--- src/rtl/pc_pkg.sv ---
// Shared constants and enums for the program-counter unit and its return-address stack.
package pc_pkg;

  localparam int PC_INC = 4;

  typedef enum logic [2:0] {
    SEL_SEQ,
    SEL_BR,
    SEL_JMP,
    SEL_RET,
    SEL_TRAP
  } pc_sel_e;

  typedef enum logic [1:0] {
    RAS_EMPTY,
    RAS_PARTIAL,
    RAS_FULL
  } ras_state_e;

endpackage

--- src/rtl/pc_ras.sv ---
// Circular return-address stack: a push when full overwrites the oldest entry,
// and a simultaneous push and pop replaces the top entry in place.
module pc_ras
  import pc_pkg::*;
#(
  parameter int WIDTH = 32,
  parameter int DEPTH = 4
) (
  input  logic             clk,
  input  logic             reset,
  input  logic             push,
  input  logic             pop,
  input  logic [WIDTH-1:0] push_data,
  output logic [WIDTH-1:0] top,
  output logic             empty,
  output logic             full
);

  localparam int PW = $clog2(DEPTH);
  localparam int CW = $clog2(DEPTH + 1);

  logic [WIDTH-1:0] mem_q [DEPTH];
  logic [PW-1:0]    ptr_q, ptr_d, topIdx;
  logic [CW-1:0]    count_q, count_d;
  ras_state_e       state_q, state_d;
  logic             doPop;

  // The pointer names the next free slot, so the top entry sits one below it.
  assign topIdx = ptr_q - PW'(1);
  assign doPop  = pop && (state_q != RAS_EMPTY);
  assign top    = mem_q[topIdx];
  assign empty  = (state_q == RAS_EMPTY);
  assign full   = (state_q == RAS_FULL);

  always_comb begin
    ptr_d   = ptr_q;
    count_d = count_q;
    state_d = state_q;
    if (push && !doPop) begin
      ptr_d = ptr_q + PW'(1);
      case (state_q)
        RAS_EMPTY: begin
          count_d = count_q + CW'(1);
          state_d = RAS_PARTIAL;
        end
        RAS_PARTIAL: begin
          count_d = count_q + CW'(1);
          if (count_q == CW'(DEPTH - 1)) state_d = RAS_FULL;
        end
        default: ;
      endcase
    end else if (doPop && !push) begin
      ptr_d   = ptr_q - PW'(1);
      count_d = count_q - CW'(1);
      case (state_q)
        RAS_FULL:    state_d = RAS_PARTIAL;
        RAS_PARTIAL: if (count_q == CW'(1)) state_d = RAS_EMPTY;
        default: ;
      endcase
    end
  end

  always_ff @(posedge clk) begin
    if (!reset) begin
      ptr_q   <= '0;
      count_q <= '0;
      state_q <= RAS_EMPTY;
      for (int i = 0; i < DEPTH; i++) mem_q[i] <= '0;
    end else begin
      ptr_q   <= ptr_d;
      count_q <= count_d;
      state_q <= state_d;
      if (push) begin
        if (doPop) mem_q[topIdx] <= push_data;
        else       mem_q[ptr_q]  <= push_data;
      end
    end
  end

endmodule

--- src/rtl/pc_unit.sv ---
// Program counter with next-PC selection, stall hold and return-address prediction.
// Define PC_MISALIGN_TRAP_EN to redirect misaligned targets to TRAP_VEC and flag misalign.
module pc_unit
  import pc_pkg::*;
#(
  parameter int               WIDTH     = 32,
  parameter logic [WIDTH-1:0] RESET_VEC = '0,
  parameter int               RAS_DEPTH = 4
`ifdef PC_MISALIGN_TRAP_EN
  ,
  parameter logic [WIDTH-1:0] TRAP_VEC  = WIDTH'(32'h0000_0080)
`endif
) (
  input  logic             clk,
  input  logic             reset,
  input  logic             stall,
  input  logic             br_taken,
  input  logic [WIDTH-1:0] br_target,
  input  logic             jmp,
  input  logic [WIDTH-1:0] jmp_target,
  input  logic             link,
  input  logic             ret,
  output logic [WIDTH-1:0] pc_out,
  output logic [WIDTH-1:0] pc_plus4,
  output logic             ras_empty,
`ifdef PC_MISALIGN_TRAP_EN
  output logic             misalign,
`endif
  output logic             ras_full
);

  logic [WIDTH-1:0] pc_q, pc_d;
  logic [WIDTH-1:0] rasTop, target;
  logic             rasPush, rasPop, retOk;
  pc_sel_e          sel;

  assign pc_out   = pc_q;
  assign pc_plus4 = pc_q + WIDTH'(PC_INC);
  assign retOk    = ret && !ras_empty;
  assign rasPush  = !stall && jmp && link;
  assign rasPop   = !stall && retOk;

  pc_ras #(
    .WIDTH(WIDTH),
    .DEPTH(RAS_DEPTH)
  ) u_ras (
    .clk      (clk),
    .reset    (reset),
    .push     (rasPush),
    .pop      (rasPop),
    .push_data(pc_plus4),
    .top      (rasTop),
    .empty    (ras_empty),
    .full     (ras_full)
  );

  // A return on an empty stack drops through to the jump/branch/sequential levels.
  always_comb begin
    sel    = SEL_SEQ;
    target = rasTop;
    if (retOk) begin
      sel    = SEL_RET;
      target = rasTop;
    end else if (jmp) begin
      sel    = SEL_JMP;
      target = jmp_target;
    end else if (br_taken) begin
      sel    = SEL_BR;
      target = br_target;
    end
`ifdef PC_MISALIGN_TRAP_EN
    if (sel != SEL_SEQ && target[1:0] != 2'b00) sel = SEL_TRAP;
`endif
    case (sel)
      SEL_SEQ:  pc_d = pc_plus4;
`ifdef PC_MISALIGN_TRAP_EN
      SEL_TRAP: pc_d = TRAP_VEC;
`endif
      default:  pc_d = target & ~WIDTH'(3);
    endcase
  end

`ifdef PC_MISALIGN_TRAP_EN
  logic misalign_q;
  assign misalign = misalign_q;

  always_ff @(posedge clk) begin
    if (!reset)      misalign_q <= 1'b0;
    else if (!stall) misalign_q <= (sel == SEL_TRAP);
  end
`endif

  always_ff @(posedge clk) begin
    if (!reset)      pc_q <= RESET_VEC;
    else if (!stall) pc_q <= pc_d;
  end

endmodule

--- config.mk ---
export PLATFORM = sky130hd
export DESIGN_NAME = pc_unit
export DESIGN_NICKNAME = d
export VERILOG_FILES = /design/src/rtl/pc_pkg.sv /design/src/rtl/pc_ras.sv /design/src/rtl/pc_unit.sv
export SDC_FILE = /design/constraint.sdc
export NUM_CORES = 1
export LEC_CHECK = 0
export CORE_MARGIN = 5
export CORE_UTILIZATION = 49
export DETAILED_ROUTE_END_ITERATION = 10
export GPL_TIMING_DRIVEN = 1
export PLACE_DENSITY_LB_ADDON = 0.25
export SETUP_SLACK_MARGIN = 0.15
export SYNTH_ARGS = -nofsm -noshare
export SYNTH_HDL_FRONTEND = slang
export SYNTH_SLANG_ARGS = --single-unit
export TNS_END_PERCENT = 5
--- constraint.sdc ---
create_clock -name clk -period 3.5 [get_ports clk]
set_input_delay 0.35 -clock clk [delete_from_list [all_inputs] [get_ports clk]]
set_output_delay 0.35 -clock clk [all_outputs]
set_load 0.05 [all_outputs]
# ---- After elaboration in Yosys (flattened, before gate mapping)
# Memory sizes are Yosys's and may differ from the RTL's.
# Cells that the tools add are included.
dict set report word_totals {
  n_memories 1
  reg_bits 39
  wordCells 72
  mem_bits_rw 128
  out_inout_bits 66
  in_bits 71
}
dict set report op_classes {
  eq_ne 8
  n_addsub 5
  reduce_logical 21
  n_mux 33
}
# memory depth word_bits read_ports rd_ports_with_merged_regs write_ports line_no
set mem_list {}
lappend mem_list {u_ras.mem_q 4 32 1 0 4 pc_ras.sv:22} ;# logic [WIDTH-1:0] mem_q [DEPTH];
# op n
set op_table {}
lappend op_table {{$mux 32} 6}
lappend op_table {{$reduce_or 32->1} 2}
lappend op_table {{$add 32x3->32 const B} 1}
lappend op_table {{$mux 2} 10}
lappend op_table {{$mux 1} 12}
lappend op_table {{$mux 3} 3}
lappend op_table {{$pmux 2 s2} 2}
lappend op_table {{$logic_and 1x1->1} 7}
lappend op_table {{$ne 3x3->1 const B} 2}
lappend op_table {{$reduce_and 5->1} 1}
lappend op_table {{$logic_not 1->1} 4}
lappend op_table {{$reduce_bool 2->1} 2}
lappend op_table {{$add 3x1->3 const B} 1}
lappend op_table {{$eq 3x1->1 const B} 1}
lappend op_table {{$eq 3x2->1 const B} 1}
lappend op_table {{$logic_not 3->1} 1}
lappend op_table {{$ne 3x1->1 const B} 1}
lappend op_table {{$reduce_bool 3->1} 1}
lappend op_table {{$sub 3x1->3 const B} 1}
lappend op_table {{$add 2x1->2 const B} 1}
lappend op_table {{$eq 2x1->1 const B} 1}
lappend op_table {{$eq 2x2->1 const B} 1}
lappend op_table {{$logic_not 2->1} 1}
lappend op_table {{$ne 2x2->1 const B} 1}
lappend op_table {{other kinds (3)} 3}

# ---- Depth between registers and ports, before layout
dict set report logic_depth {
  word_depth 12
  depth_mapped 12
  mapped_depth_nobuf 9
}

# ---- Modules after synthesis
# From an unflattened synthesis, not the netlist that was laid out.
dict set report hier_totals {
  cells_unflattened 784
  hier_area_um2 8708.4
}
# module seq_area_each_um2 n_inst cells_per_inst area_per_inst_um2
set modules_own_cells {}
lappend modules_own_cells {pc_ras 3983.8 1 421 6004.5}
lappend modules_own_cells {pc_unit 600.6 1 363 2703.8}

# ---- Worst setup path before layout
# Ideal clock, no wire load.
dict set report synth_path {
  path_kind {reg-to-reg}
  from {register u_ras.state_q[1]}
  to {memory u_ras.mem_q[2][10] (enable)}
  t_arrival_ns 2.932
  path_slack_ns 0.181
  setup_ns 0.387
  path_stages_with_launch 13
  path_buffers 4
  synth_period_minus_slack_ns 3.319
  required_time_ns 3.113
  path_cell_list {dfxtp_1 -> clkbuf_1 -> o21a_1 -> clkbuf_1 -> nand2_1 -> ha_1 -> clkbuf_1 -> inv_1 -> nand3_1 -> a21oi_1 -> nand2_1 -> clkbuf_1 -> nand2_1}
}
# item line_no
set synth_lines {}
lappend synth_lines {{start: declaration} pc_ras.sv:25} ;# ras_state_e state_q, state_d;
lappend synth_lines {{start signal: assignment} pc_ras.sv:72} ;# state_q <= state_d;
lappend synth_lines {{end: declaration} pc_ras.sv:22}

# ---- Worst setup path in the final report
dict set report layout_path {
  from {register pc_q[4], in the netlist pc_out[4]}
  to {output port pc_plus4[31]}
}
dict set report layout_between {
  elab_chain_cells 1
}
# item line_no
set layout_rtl {}
lappend layout_rtl {{start: declaration} pc_unit.sv:32} ;# logic [WIDTH-1:0] pc_q, pc_d;
lappend layout_rtl {{start signal: assignment} pc_unit.sv:95} ;# else if (!stall) pc_q <= pc_d;
lappend layout_rtl {{$add 32x3->32} pc_unit.sv:38} ;# assign pc_plus4 = pc_q + WIDTH'(PC_INC);
lappend layout_rtl {{end: declaration} pc_unit.sv:24} ;# output logic [WIDTH-1:0] pc_plus4,
# Every way passes these cells.

==> run summary <==
Placed cell count: 1110
Hold slack: 0.530 ns
RSZ-0062 raised after global routing: true
Library cells used by synthesis: 62
Fin cells: 1142
Period utilisation layout: 94.6%
Comb pwr share: 15.3%
F_max: 302 MHz
CTS Buf Count: 17
Crit-path most repeated cell: and4_1
Placed Instance Area: 9840 um^2
Main flop type after synthesis: edfxtp_1
Initial core utilization: 50.0%
CTS tree: yes
Avg WL per Cell: 21.7 um
Worst Setup Path Type: register to output port
CP required: 3.15 ns
Root Buffer: clkbuf_16
Setup Skew: 0.00691 ns
EDFF count, synth: 120
Final Cell Area: 10400 um^2
Status: finished clean
Static Leak: 3.90 nW
Cell internal pwr: 3.54 mW
Synth area leader: edfxtp_1
HP Class: register to register
Antenna violations before repair: 1
VDD IR max: 0.313 mV
Vias/cell: 6.06
Total number of H-tree levels: 4
Nets@finish: 988
Die W: 140 um
Placement Setup Slack: 0.377 ns
Post-synthesis cell area: 8320 um^2
Share of layout cells above drive strength 1: 12.1%
CTS max path bufs: 2
# DRC: 0
Multi-input gate area: 3550 um^2
P per Cell Area: 458 nW/um^2
Max incr delay on CP: 0.48 ns
Die Area: 19700 um^2
Post-synth top area share: 43.3%
Synthesis-to-layout area growth: 25.5%
Post-Synthesis Cells: 793
Switching power: 1.24 mW
Vias: 6917
Max Slew Vio Count: 0
Largest net degree at the start of global routing: 42
Switching share of power: 25.8%
CP Cell Sequence: and4_1 -> and4_1 -> nand4_1 -> xor2_1 -> inv_1 -> dlygate4sd2_1
Layout fillers: 1363
Clock power frac: 39.6%
Critical Path End Type: output port
Crit-path leading delay family: simple AND/OR/NAND/NOR gates
# rows: 47
Reg area: 4350 um^2
Post-synth ARST share: 0%
Final setup TNS: 0 ns
Skew-Pair Late Insertion Delay: 0.43 ns
IO Count: 137
First-pass GRT wire length: 38.8 mm
Fin. Hold Viols: 0
Slew margin rel.: 32.8%
CTS sink cnt: 157
Sequential fraction of the synthesis area: 52.2%
Slowest-stage cell, CP: and4_1
Crit path buf inv count: 2
RePlAce Congestion: 0.873
Flop and latch count out of synthesis: 157
Critical path peak fanout: 9
Area contributors post-synth: edfxtp_1 (43%), dfxtp_1 (8.9%), mux4_2 (8.1%)
Final WL: 24.8 mm
Ant. Diodes: 0
Core Area: 16600 um^2
Pin slew with the least headroom to its limit: 1.01 ns
Clk pin slew, worst setup/hold paths: 0.06 ns
Number of DRC markers in iteration 0: 851
Setup WS post-layout: 0.190 ns
Routed Antenna Nets: 0
Sequential Power Share: 45.1%
Die Ht: 140 um
Mean area per synthesized cell: 10.5 um^2
Grt total ovfl: 0
Yosys warns: 0
Vias in the first global route: 6884
Arrival time at the worst endpoint: 2.96 ns
Hpwl dp: 16.1 mm
Crit path launch type: register
Gr usage total: 25.4%
Minimum clock period: 3.31 ns
1st-pass router iterations: 5
I/O Buffers: 128
Setup Viol. Count Final: 0
Max Cap Viol: 0
==> cell usage after synthesis (all sizes together), types with 2 or more instances <==
cell type,number
dfxtp,37
nand3,30
nor3,37
nor2,130
nand4b,2
o211ai,2
xor2,17
a22oi,8
o21ai,34
and3,6
xnor2,11
buf,27
and2,4
nand2b,5
mux2i,4
ha,8
nor4,4
o31a,5
o21a,3
or2,3
nor2b,2
a221oi,10
o211a,2
mux4,30
o22ai,10
nand2,53
and4,6
edfxtp,120
a221o,9
a21o,2
clkbuf,42
a21boi,2
o221a,2
a21oi,35
nand4,15
a31oi,8
a211oi,5
o221ai,5
inv,43
==> final timing paths <==
check                                     start                               end  slack [ns]  depth (start not counted)
setup / recovery         pc_out[4]$_SDFFE_PN0N_                      pc_plus4[31]        0.19                          6
hold / removal           pc_out[3]$_SDFFE_PN0N_            pc_out[3]$_SDFFE_PN0N_        0.53                          2
setup reg to reg  u_ras.state_q[1]$_SDFFE_PN0P_  u_ras.mem_q[1][15]$_SDFFCE_PN0P_        0.80                          7
hold reg to reg          pc_out[3]$_SDFFE_PN0N_            pc_out[3]$_SDFFE_PN0N_        0.53                          2
==> timing repair <==
item / CTS / global route
resized for setup: 15 / 4
setup endpoints to repair: 14 / 10
buffers inserted: 0 / 0
hold endpoints to repair: 0 / 0
hold buffers: 0 / 0
==> power by group through the flow <==
stage / clock (mW) / combinational [mW] / sequential [mW]
2_1_floorplan: 0 / 0.390 / 2.24
3_3_place_gp: 0 / 0.725 / 2.19
3_5_place_dp: 0 / 0.732 / 2.19
4_1_cts: 1.90 / 0.730 / 2.15
5_1_grt: 1.99 / 0.772 / 2.16
6_report: 1.89 / 0.731 / 2.15
==> flip-flops by register name (all words and copies together) (netlist names) <==
signal and cells:
pc_out 30, u_ras.count_q 3, u_ras.mem_q 120, u_ras.ptr_q 2, u_ras.state_q 2
==> cell type report <==
cell class              count  share of cell area [%]
multi-input cells         527                    34.0
clock inverters            11                    1.44
flip-flops and latches    157                    41.6
well taps                 220                    2.64
clock buffers              21                    4.22
repair buffers            163                    14.5
inverters                  43                    1.55
==> cells by family (layout without fill, tap and decap cells) <==
kind of cell | after synthesis | count (layout) | share of synthesized area, %
multiplexers | 34 | 34 | 8.60
AO/OA/AOI/OAI | 150 | 150 | 12.1
flip-flops | 157 | 157 | 52.2
XOR/XNOR | 28 | 28 | 2.95
other | 1 | 4 | 0.0451
buffers and inverters | 112 | 238 | 5.68
adder cells (fa/ha/maj) | 8 | 8 | 1.20
AND/OR/NAND/NOR | 303 | 303 | 17.2
==> through the flow <==
stage                     total power [mW]  utilization (%)
final                                 4.78             62.8
after global routing                  4.92             62.8
after CTS                             4.79             62.6
after detailed placement              2.92             59.1
after global placement                2.91             59.1
after floorplan                       2.63                -
==> routing by layer <==
metal / up-vias / routed length [um] / track usage [%]
met2: 320 / 11800 / 40.4
met1: 3414 / 10200 / 34.4
li1: 3142 / - / -
met5: - / 0 / 0
met3: 41 / 2180 / 5.35
met4: 0 / 598 / 9.43
==> cell usage in the layout, fill, tap and decap left out, types with 5 or more instances in the layout <==
| cell type | count |
|---|---|
| o31a_1 | 5 |
| and4_1 | 5 |
| dlygate4sd2_1 | 14 |
| xor2_1 | 15 |
| a21oi_1 | 35 |
| nor2_1 | 130 |
| a211oi_1 | 5 |
| dfxtp_1 | 36 |
| buf_4 | 39 |
| clkdlybuf4s50_1 | 109 |
| mux4_2 | 30 |
| o21ai_0 | 32 |
| nand2_1 | 53 |
| clkbuf_16 | 17 |
| a221o_1 | 9 |
| nor3_1 | 35 |
| a22oi_1 | 8 |
| nand2b_1 | 5 |
| nand4_1 | 14 |
| a221oi_1 | 10 |
| a31oi_1 | 8 |
| o22ai_1 | 10 |
| xnor2_1 | 11 |
| inv_1 | 43 |
| ha_1 | 8 |
| and3_1 | 6 |
| nand3_1 | 29 |
| edfxtp_1 | 120 |
==> worst reg2reg max path: stages (launching register included) <==
cell,delay [ns]
dfxtp_1,0.38
o21a_1,0.21
nand2_1,0.16
ha_1,0.36
nor2_1,0.09
nor2_1,0.74
o21ai_0,0.41
nor2_1,0.20
Power figures use the tool's default switching activity.
